===== src/rtl/cursor_select_ctrl.sv =====
// Cursor / selection controller: debounces six push-buttons, steps a cursor over
// the 8x8 board, tracks a selected own piece and raises a from/to move request
// that board-update logic answers with MOVE_ACK / MOVE_OK.
module cursor_select_ctrl #(
  parameter int unsigned DEBOUNCE_CYCLES = 500000,
  parameter int unsigned CNT_W           = 20,
  parameter logic [5:0]  CURSOR_INIT     = 6'd60
) (
  input  logic         CLK,
  input  logic         RESET,
  input  logic         BTN_UP,
  input  logic         BTN_DOWN,
  input  logic         BTN_LEFT,
  input  logic         BTN_RIGHT,
  input  logic         BTN_SEL,
  input  logic         BTN_CANCEL,
  input  logic [255:0] BOARD,
  input  logic         TURN,
  input  logic         MOVE_ACK,
  input  logic         MOVE_OK,
  output logic [5:0]   CURSOR_ADDR,
  output logic [5:0]   SELECT_ADDR,
  output logic         SELECT_EN,
  output logic         MOVE_REQ,
  output logic [5:0]   MOVE_FROM,
  output logic [5:0]   MOVE_TO
);

  localparam int unsigned NumBtn = 6;
  localparam logic [CNT_W-1:0] CntMax = CNT_W'(DEBOUNCE_CYCLES - 1);

  // Button order is also the priority order: index 0 wins.
  localparam int unsigned BCancel = 0;
  localparam int unsigned BSel    = 1;
  localparam int unsigned BUp     = 2;
  localparam int unsigned BDown   = 3;
  localparam int unsigned BLeft   = 4;
  localparam int unsigned BRight  = 5;

  typedef enum logic [1:0] {StIdle, StSelected, StMovePend} state_e;

  logic [NumBtn-1:0] raw;
  logic [NumBtn-1:0] sync1_q, sync2_q;
  logic [NumBtn-1:0] level_q, level_prev_q;
  logic [CNT_W-1:0]  cnt_q [NumBtn];
  logic [NumBtn-1:0] press;

  state_e     state_q, state_d;
  logic [5:0] cursor_q, cursor_d;
  logic [5:0] sel_addr_q, sel_addr_d;
  logic       sel_en_q, sel_en_d;
  logic       req_q, req_d;
  logic [5:0] from_q, from_d;
  logic [5:0] to_q, to_d;

  logic       act_cancel, act_sel, act_up, act_down, act_left, act_right;
  logic [3:0] piece;
  logic       own_cur;
  logic       cur_is_sel;

  assign raw = {BTN_RIGHT, BTN_LEFT, BTN_DOWN, BTN_UP, BTN_SEL, BTN_CANCEL};

  // Two-flop synchronisers for the asynchronous button inputs.
  always_ff @(posedge CLK or negedge RESET) begin
    if (!RESET) begin
      sync1_q <= '0;
      sync2_q <= '0;
    end else begin
      sync1_q <= raw;
      sync2_q <= sync1_q;
    end
  end

  // Debounce: a synced level that differs from the accepted level must hold for
  // DEBOUNCE_CYCLES consecutive cycles; any return to the accepted level restarts.
  always_ff @(posedge CLK or negedge RESET) begin
    if (!RESET) begin
      for (int i = 0; i < NumBtn; i++) cnt_q[i] <= '0;
      level_q      <= '0;
      level_prev_q <= '0;
    end else begin
      level_prev_q <= level_q;
      for (int i = 0; i < NumBtn; i++) begin
        if (sync2_q[i] == level_q[i]) begin
          cnt_q[i] <= '0;
        end else if (cnt_q[i] == CntMax) begin
          cnt_q[i]   <= '0;
          level_q[i] <= sync2_q[i];
        end else begin
          cnt_q[i] <= cnt_q[i] + 1'b1;
        end
      end
    end
  end

  // One-cycle press pulses on debounced rising edges, reduced to the single winner.
  always_comb begin
    press      = level_q & ~level_prev_q;
    act_cancel = press[BCancel];
    act_sel    = press[BSel]   & ~press[BCancel];
    act_up     = press[BUp]    & ~|press[BSel:BCancel];
    act_down   = press[BDown]  & ~|press[BUp:BCancel];
    act_left   = press[BLeft]  & ~|press[BDown:BCancel];
    act_right  = press[BRight] & ~|press[BLeft:BCancel];
    piece      = BOARD[{cursor_q, 2'b00} +: 4];
    own_cur    = (piece[2:0] != 3'd0) && (piece[3] == TURN);
    cur_is_sel = (cursor_q == sel_addr_q);
  end

  // FSM state register.
  always_ff @(posedge CLK or negedge RESET) begin
    if (!RESET) state_q <= StIdle;
    else        state_q <= state_d;
  end

  // FSM next-state logic.
  always_comb begin
    state_d = state_q;
    unique case (state_q)
      StIdle: begin
        if (act_sel && own_cur) state_d = StSelected;
      end
      StSelected: begin
        if (act_cancel) begin
          state_d = StIdle;
        end else if (act_sel) begin
          if (cur_is_sel)   state_d = StIdle;
          else if (!own_cur) state_d = StMovePend;
        end
      end
      StMovePend: begin
        if (MOVE_ACK) state_d = MOVE_OK ? StIdle : StSelected;
      end
      default: state_d = StIdle;
    endcase
  end

  // Next values of the registered outputs.
  always_comb begin
    cursor_d   = cursor_q;
    sel_addr_d = sel_addr_q;
    sel_en_d   = sel_en_q;
    req_d      = req_q;
    from_d     = from_q;
    to_d       = to_q;

    if (state_q != StMovePend) begin
      if (act_up)    cursor_d[5:3] = cursor_q[5:3] - 3'd1;
      if (act_down)  cursor_d[5:3] = cursor_q[5:3] + 3'd1;
      if (act_left)  cursor_d[2:0] = cursor_q[2:0] - 3'd1;
      if (act_right) cursor_d[2:0] = cursor_q[2:0] + 3'd1;
    end

    unique case (state_q)
      StIdle: begin
        if (act_sel && own_cur) begin
          sel_addr_d = cursor_q;
          sel_en_d   = 1'b1;
        end
      end
      StSelected: begin
        if (act_cancel) begin
          sel_en_d = 1'b0;
        end else if (act_sel) begin
          if (cur_is_sel) begin
            sel_en_d = 1'b0;
          end else if (own_cur) begin
            sel_addr_d = cursor_q;
          end else begin
            req_d  = 1'b1;
            from_d = sel_addr_q;
            to_d   = cursor_q;
          end
        end
      end
      StMovePend: begin
        if (MOVE_ACK) begin
          req_d = 1'b0;
          if (MOVE_OK) sel_en_d = 1'b0;
        end
      end
      default: ;
    endcase
  end

  // Output registers.
  always_ff @(posedge CLK or negedge RESET) begin
    if (!RESET) begin
      cursor_q   <= CURSOR_INIT;
      sel_addr_q <= '0;
      sel_en_q   <= 1'b0;
      req_q      <= 1'b0;
      from_q     <= '0;
      to_q       <= '0;
    end else begin
      cursor_q   <= cursor_d;
      sel_addr_q <= sel_addr_d;
      sel_en_q   <= sel_en_d;
      req_q      <= req_d;
      from_q     <= from_d;
      to_q       <= to_d;
    end
  end

  assign CURSOR_ADDR = cursor_q;
  assign SELECT_ADDR = sel_addr_q;
  assign SELECT_EN   = sel_en_q;
  assign MOVE_REQ    = req_q;
  assign MOVE_FROM   = from_q;
  assign MOVE_TO     = to_q;

endmodule


===== config.mk =====
export PLATFORM = sky130hd
export DESIGN_NAME = cursor_select_ctrl
export DESIGN_NICKNAME = d
export VERILOG_FILES = /design/src/rtl/cursor_select_ctrl.sv
export SDC_FILE = /design/constraint.sdc
export NUM_CORES = 1
export LEC_CHECK = 0
export BUFFER_PORTS_ARGS = -buffer_cell sky130_fd_sc_hd__buf_2
export CAP_MARGIN = 40
export CORE_ASPECT_RATIO = 0.9
export CORE_MARGIN = 8
export CORE_UTILIZATION = 47
export DETAILED_ROUTE_END_ITERATION = 7
export GPL_ROUTABILITY_DRIVEN = 1
export PLACE_DENSITY = 0.74
export SETUP_SLACK_MARGIN = 0.3
export SLEW_MARGIN = 20
export SYNTH_ARGS = -nofsm -noshare
export SYNTH_HDL_FRONTEND = slang
export SYNTH_SLANG_ARGS = --single-unit
export TNS_END_PERCENT = 20

===== constraint.sdc =====
create_clock -name CLK -period 2.7 [get_ports CLK]
set_input_delay 0.405 -clock CLK [delete_from_list [all_inputs] [get_ports CLK]]
set_output_delay 0.405 -clock CLK [all_outputs]
set_load 0.1 [all_outputs]

==> results by group <==
Logic synthesis
  – Area contributors post-synth: dfrtp_1, xor2_1, nor2_1, xnor2_1, nor4b_1
  – Largest family of logic cells by synthesized area: simple AND/OR/NAND/NOR gates
  – Area leader, netlist: dfrtp_1
  – Post-synth cell types: 66
  – Top cells by count, synth: dfrtp_1, nor2_1, xor2_1, nand2_1, xnor2_1
  – Synth warn: 0
  – Number of synthesized flops with an enable pin: 0
  – Share of the synthesized area in the top cell type: about 45%
  – Post-synth ARST share: 100%
  – Sequential share of the synthesized area: 45.8%
  – Compound-cell area share of the yosys netlist: approximately 5.3%
  – Ys flop type: dfrtp_1
  – #FFs+latches synth: roughly 170
  – Count leader, synth: dfrtp_1
  – Adder-Cell Fraction of Synth Area: under 10%
  – Post-synthesis mux area share: 7.32%
  – Simple-gate share of the synthesized area: roughly a quarter
  – Synth Area in XOR/XNOR: 10.8%
  – Mapped Cells: 935
  – Syn_area_per_cell: approximately 10 um^2
  – Synth Net Count: about 1200
  – Synth Cell Area: about 0.0094 mm^2

Setup path
  – Crit path cell chain: buf_8, mux4_1, mux2_2, a21oi_2, o31a_1, nor4_4, buf_6, nor4_4, buf_6, buf_6, mux2_4
  – Slowest-stage cell, CP: mux4_1
  – Crit. End Element: flop
  – Slowest stage delay, CP: about 0.56 ns
  – Worst Setup Start Kind: flop
  – Worst Path Arrival: ~3.4 ns
  – FF-to-FF setup slack: -0.34 ns
  – Critical path start-end classification: reg -> reg
  – Critical path fanouts, max: 6
  – CP required: 3.01 ns
  – Most used cell along the critical path: buf_6

Run status
  – Failing checks: negative setup slack
  – Status: complete, but fails checks

Routing
  – WL final: roughly 28000 um
  – DRC Markers: 0
  – Vias: around 8300
  – Initial DRT Pass Iterations: 7
  – Vias per inst: 5.33
  – Initial drt markers: ~670
  – WL per Instance: 18.3 um
  – DRT antenna net count: 0

Cells and area
  – Area delta synth->final: 35.0%
  – Post-route cell area: around 0.013 mm^2
  – Fin nets: 1565
  – Share of layout cells above drive strength 1: around two fifths
  – Util after Layout: 64.2%

Clocking
  – Clk_lat worst skew: between 0.4 and 0.5 ns
  – H-tree levels: 4
  – TritonCTS Buffers: 17
  – CTS Buffer Depth: 2
  – CTS tree: yes
  – Clk sink count: approximately 170
  – Root buffer cell: clkbuf_16
  – Clk slew on worst S/H paths: approximately 0.06 ns

Global routing
  – Initial antenna violation count: 3
  – Total GRT Usage: between 20% and 30%
  – First-pass GRT wire length: ~43000 um
  – Vias in the first global route: 8446
  – Largest net degree at the start of global routing: between 60 and 70
  – Grt total ovfl: 0

STA
  – RSZ-0062 raised after global routing: true
  – Slew @ Worst Pin: 0.531 ns
  – Crit path time final: around 3.0 ns
  – Peak Freq: between 300 and 400 MHz
  – Final hold vios: 0
  – Clk_skew: about 0.0088 ns
  – Final setup fails: 22
  – Worst slew margin: 64.3%
  – Final slew viol count: 0
  – Fin worst setup slack: -0.341 ns
  – Final worst-path cycle share: 113%

Power and ir drop
  – Leak: ~5.7 nW
  – Total Power: ~5.6 mW
  – Max rail drop VDD: roughly 510 uV
  – Cell Pwr Density: around 440 mW/mm^2

Place
  – Area of placed instances: ~0.012 mm^2
  – Routability-driven placement congestion ratio: 0.918
  – Hpwl dp: 21700 um
  – Port Buf Inserts: around 290

Die
  – Initial core utilization: a little under half
  – Die width: between 150 and 200 um
  – IO Count: about 290
  – Rows: 49
  – Core Area: 0.0198 mm^2
  – Die Height: between 150 and 200 um
  – Die area: ~0.025 mm^2

Flow run
  – Max-cap viol count: 0

Worst hold path
  – Worst min path class: in -> reg
-- sequential cells by signal (all words and copies together) (netlist names) --
register      cells
SELECT_ADDR       6
MOVE_TO           6
SELECT_EN         1
sync2_q           6
cnt_q           120
MOVE_FROM         6
MOVE_REQ          1
level_q           6
level_prev_q      6
CURSOR_ADDR       6
sync1_q           6
state_q           2
-- cells in the final DEF (no fill, tap or decap), drive strengths merged, types with 2 or more instances in the layout --
cell type	n
and2b	2
nor3b	2
or2	6
dfstp	4
nor4	41
mux2i	4
nor2	158
a31oi	3
ha	10
xnor2	45
diode	5
o21ai	17
nand4	19
nor2b	11
a211oi	11
nand3	44
buf	364
xor2	71
mux2	27
nor4b	38
nor3	31
fa	2
clkinv	7
o21bai	2
a21oi	19
and4	4
clkinvlp	4
a2111oi	4
and2	6
nand4b	2
nand2b	4
and3	20
clkbuf	19
or3	10
nand2	64
inv	20
o311ai	2
dfrtp	168
mux4	13
o41ai	4
-- what timing repair did --
| item | CTS | global route |
|---|---|---|
| endpoints found under the setup margin | 22 | 23 |
| setup buffers | 9 | 4 |
| hold buffers | 1 | 0 |
| endpoints found under the hold margin | 54 | 0 |
| gates cloned | 0 | 2 |
| resized for setup | 33 | 43 |
| pin swaps | 17 | 21 |
-- power by group --
group	switching, mW	internal (mW)	total, mW
clock network	1.02	1.26	2.28
logic	0.347	0.294	0.642
registers	0.0423	2.62	2.67
-- cell type report --
cell class | instances | area (um^2)
multi-input combinational | 710 | 5230
inverter | 18 | 67.6
antenna | 5 | 12.5
clock inverter | 14 | 124
fill | 1594 | 7100
sequential | 172 | 4330
clock buffer | 17 | 425
timing repair buffer | 367 | 2200
tap | 255 | 319
-- worst max-delay path, delay by kind of cell, from the launching register on --
| family | cells | cell delay (ns) |
|---|---|---|
| AO/OA/AOI/OAI | 2 | 0.45 |
| buffers and inverters | 4 | 0.58 |
| flip-flops | 1 | 0.45 |
| multiplexers | 3 | 1.16 |
| AND/OR/NAND/NOR | 2 | 0.28 |
-- routing by layer --
metal | wire length, um | track usage [%] | vias to the layer above | part of all wire (%)
met5 | 0 | 0 | - | 0
met4 | 716 | 8.19 | 0 | 2.5
met3 | 2170 | 3.96 | 57 | 7.6
met2 | 14700 | 39.4 | 287 | 52
met1 | 10900 | 26.4 | 3924 | 38
li1 | - | - | 4031 | -
-- cell families after synthesis --
family                   after synthesis
AO/OA/AOI/OAI                         73
XOR/XNOR                             116
adder cells (fa/ha/maj)               12
buffers and inverters                 53
flip-flops                           172
multiplexers                          44
AND/OR/NAND/NOR                      465
-- through the flow --
step / hold WS [ns] / setup TNS (ns) / setup slack, ns / cells
after floorplan: 0.109 / -5.96 / -0.354 / 935
after global placement: 0.333 / -10.34 / -0.575 / 1506
after detailed placement: 0.338 / -11.35 / -0.621 / 1506
after CTS: 0.0675 / -4.43 / -0.278 / 1547
after global routing: 0.0719 / -9.50 / -0.494 / 1556
final: 0.0826 / -6.41 / -0.341 / 1558
-- final timing paths --
kind,start,end,depth (start not counted)
worst max-delay path,CURSOR_ADDR[1],MOVE_TO[2],11
worst min-delay path,BTN_DOWN,sync1_q[3],1
worst max register to register,CURSOR_ADDR[1],MOVE_TO[2],11
worst min register to register,sync1_q[4],sync2_q[4],0
max in group asynchronous,RESET,CURSOR_ADDR[5],3
min in group asynchronous,RESET,cnt_q[90],2
Power figures use the tool's default switching activity.
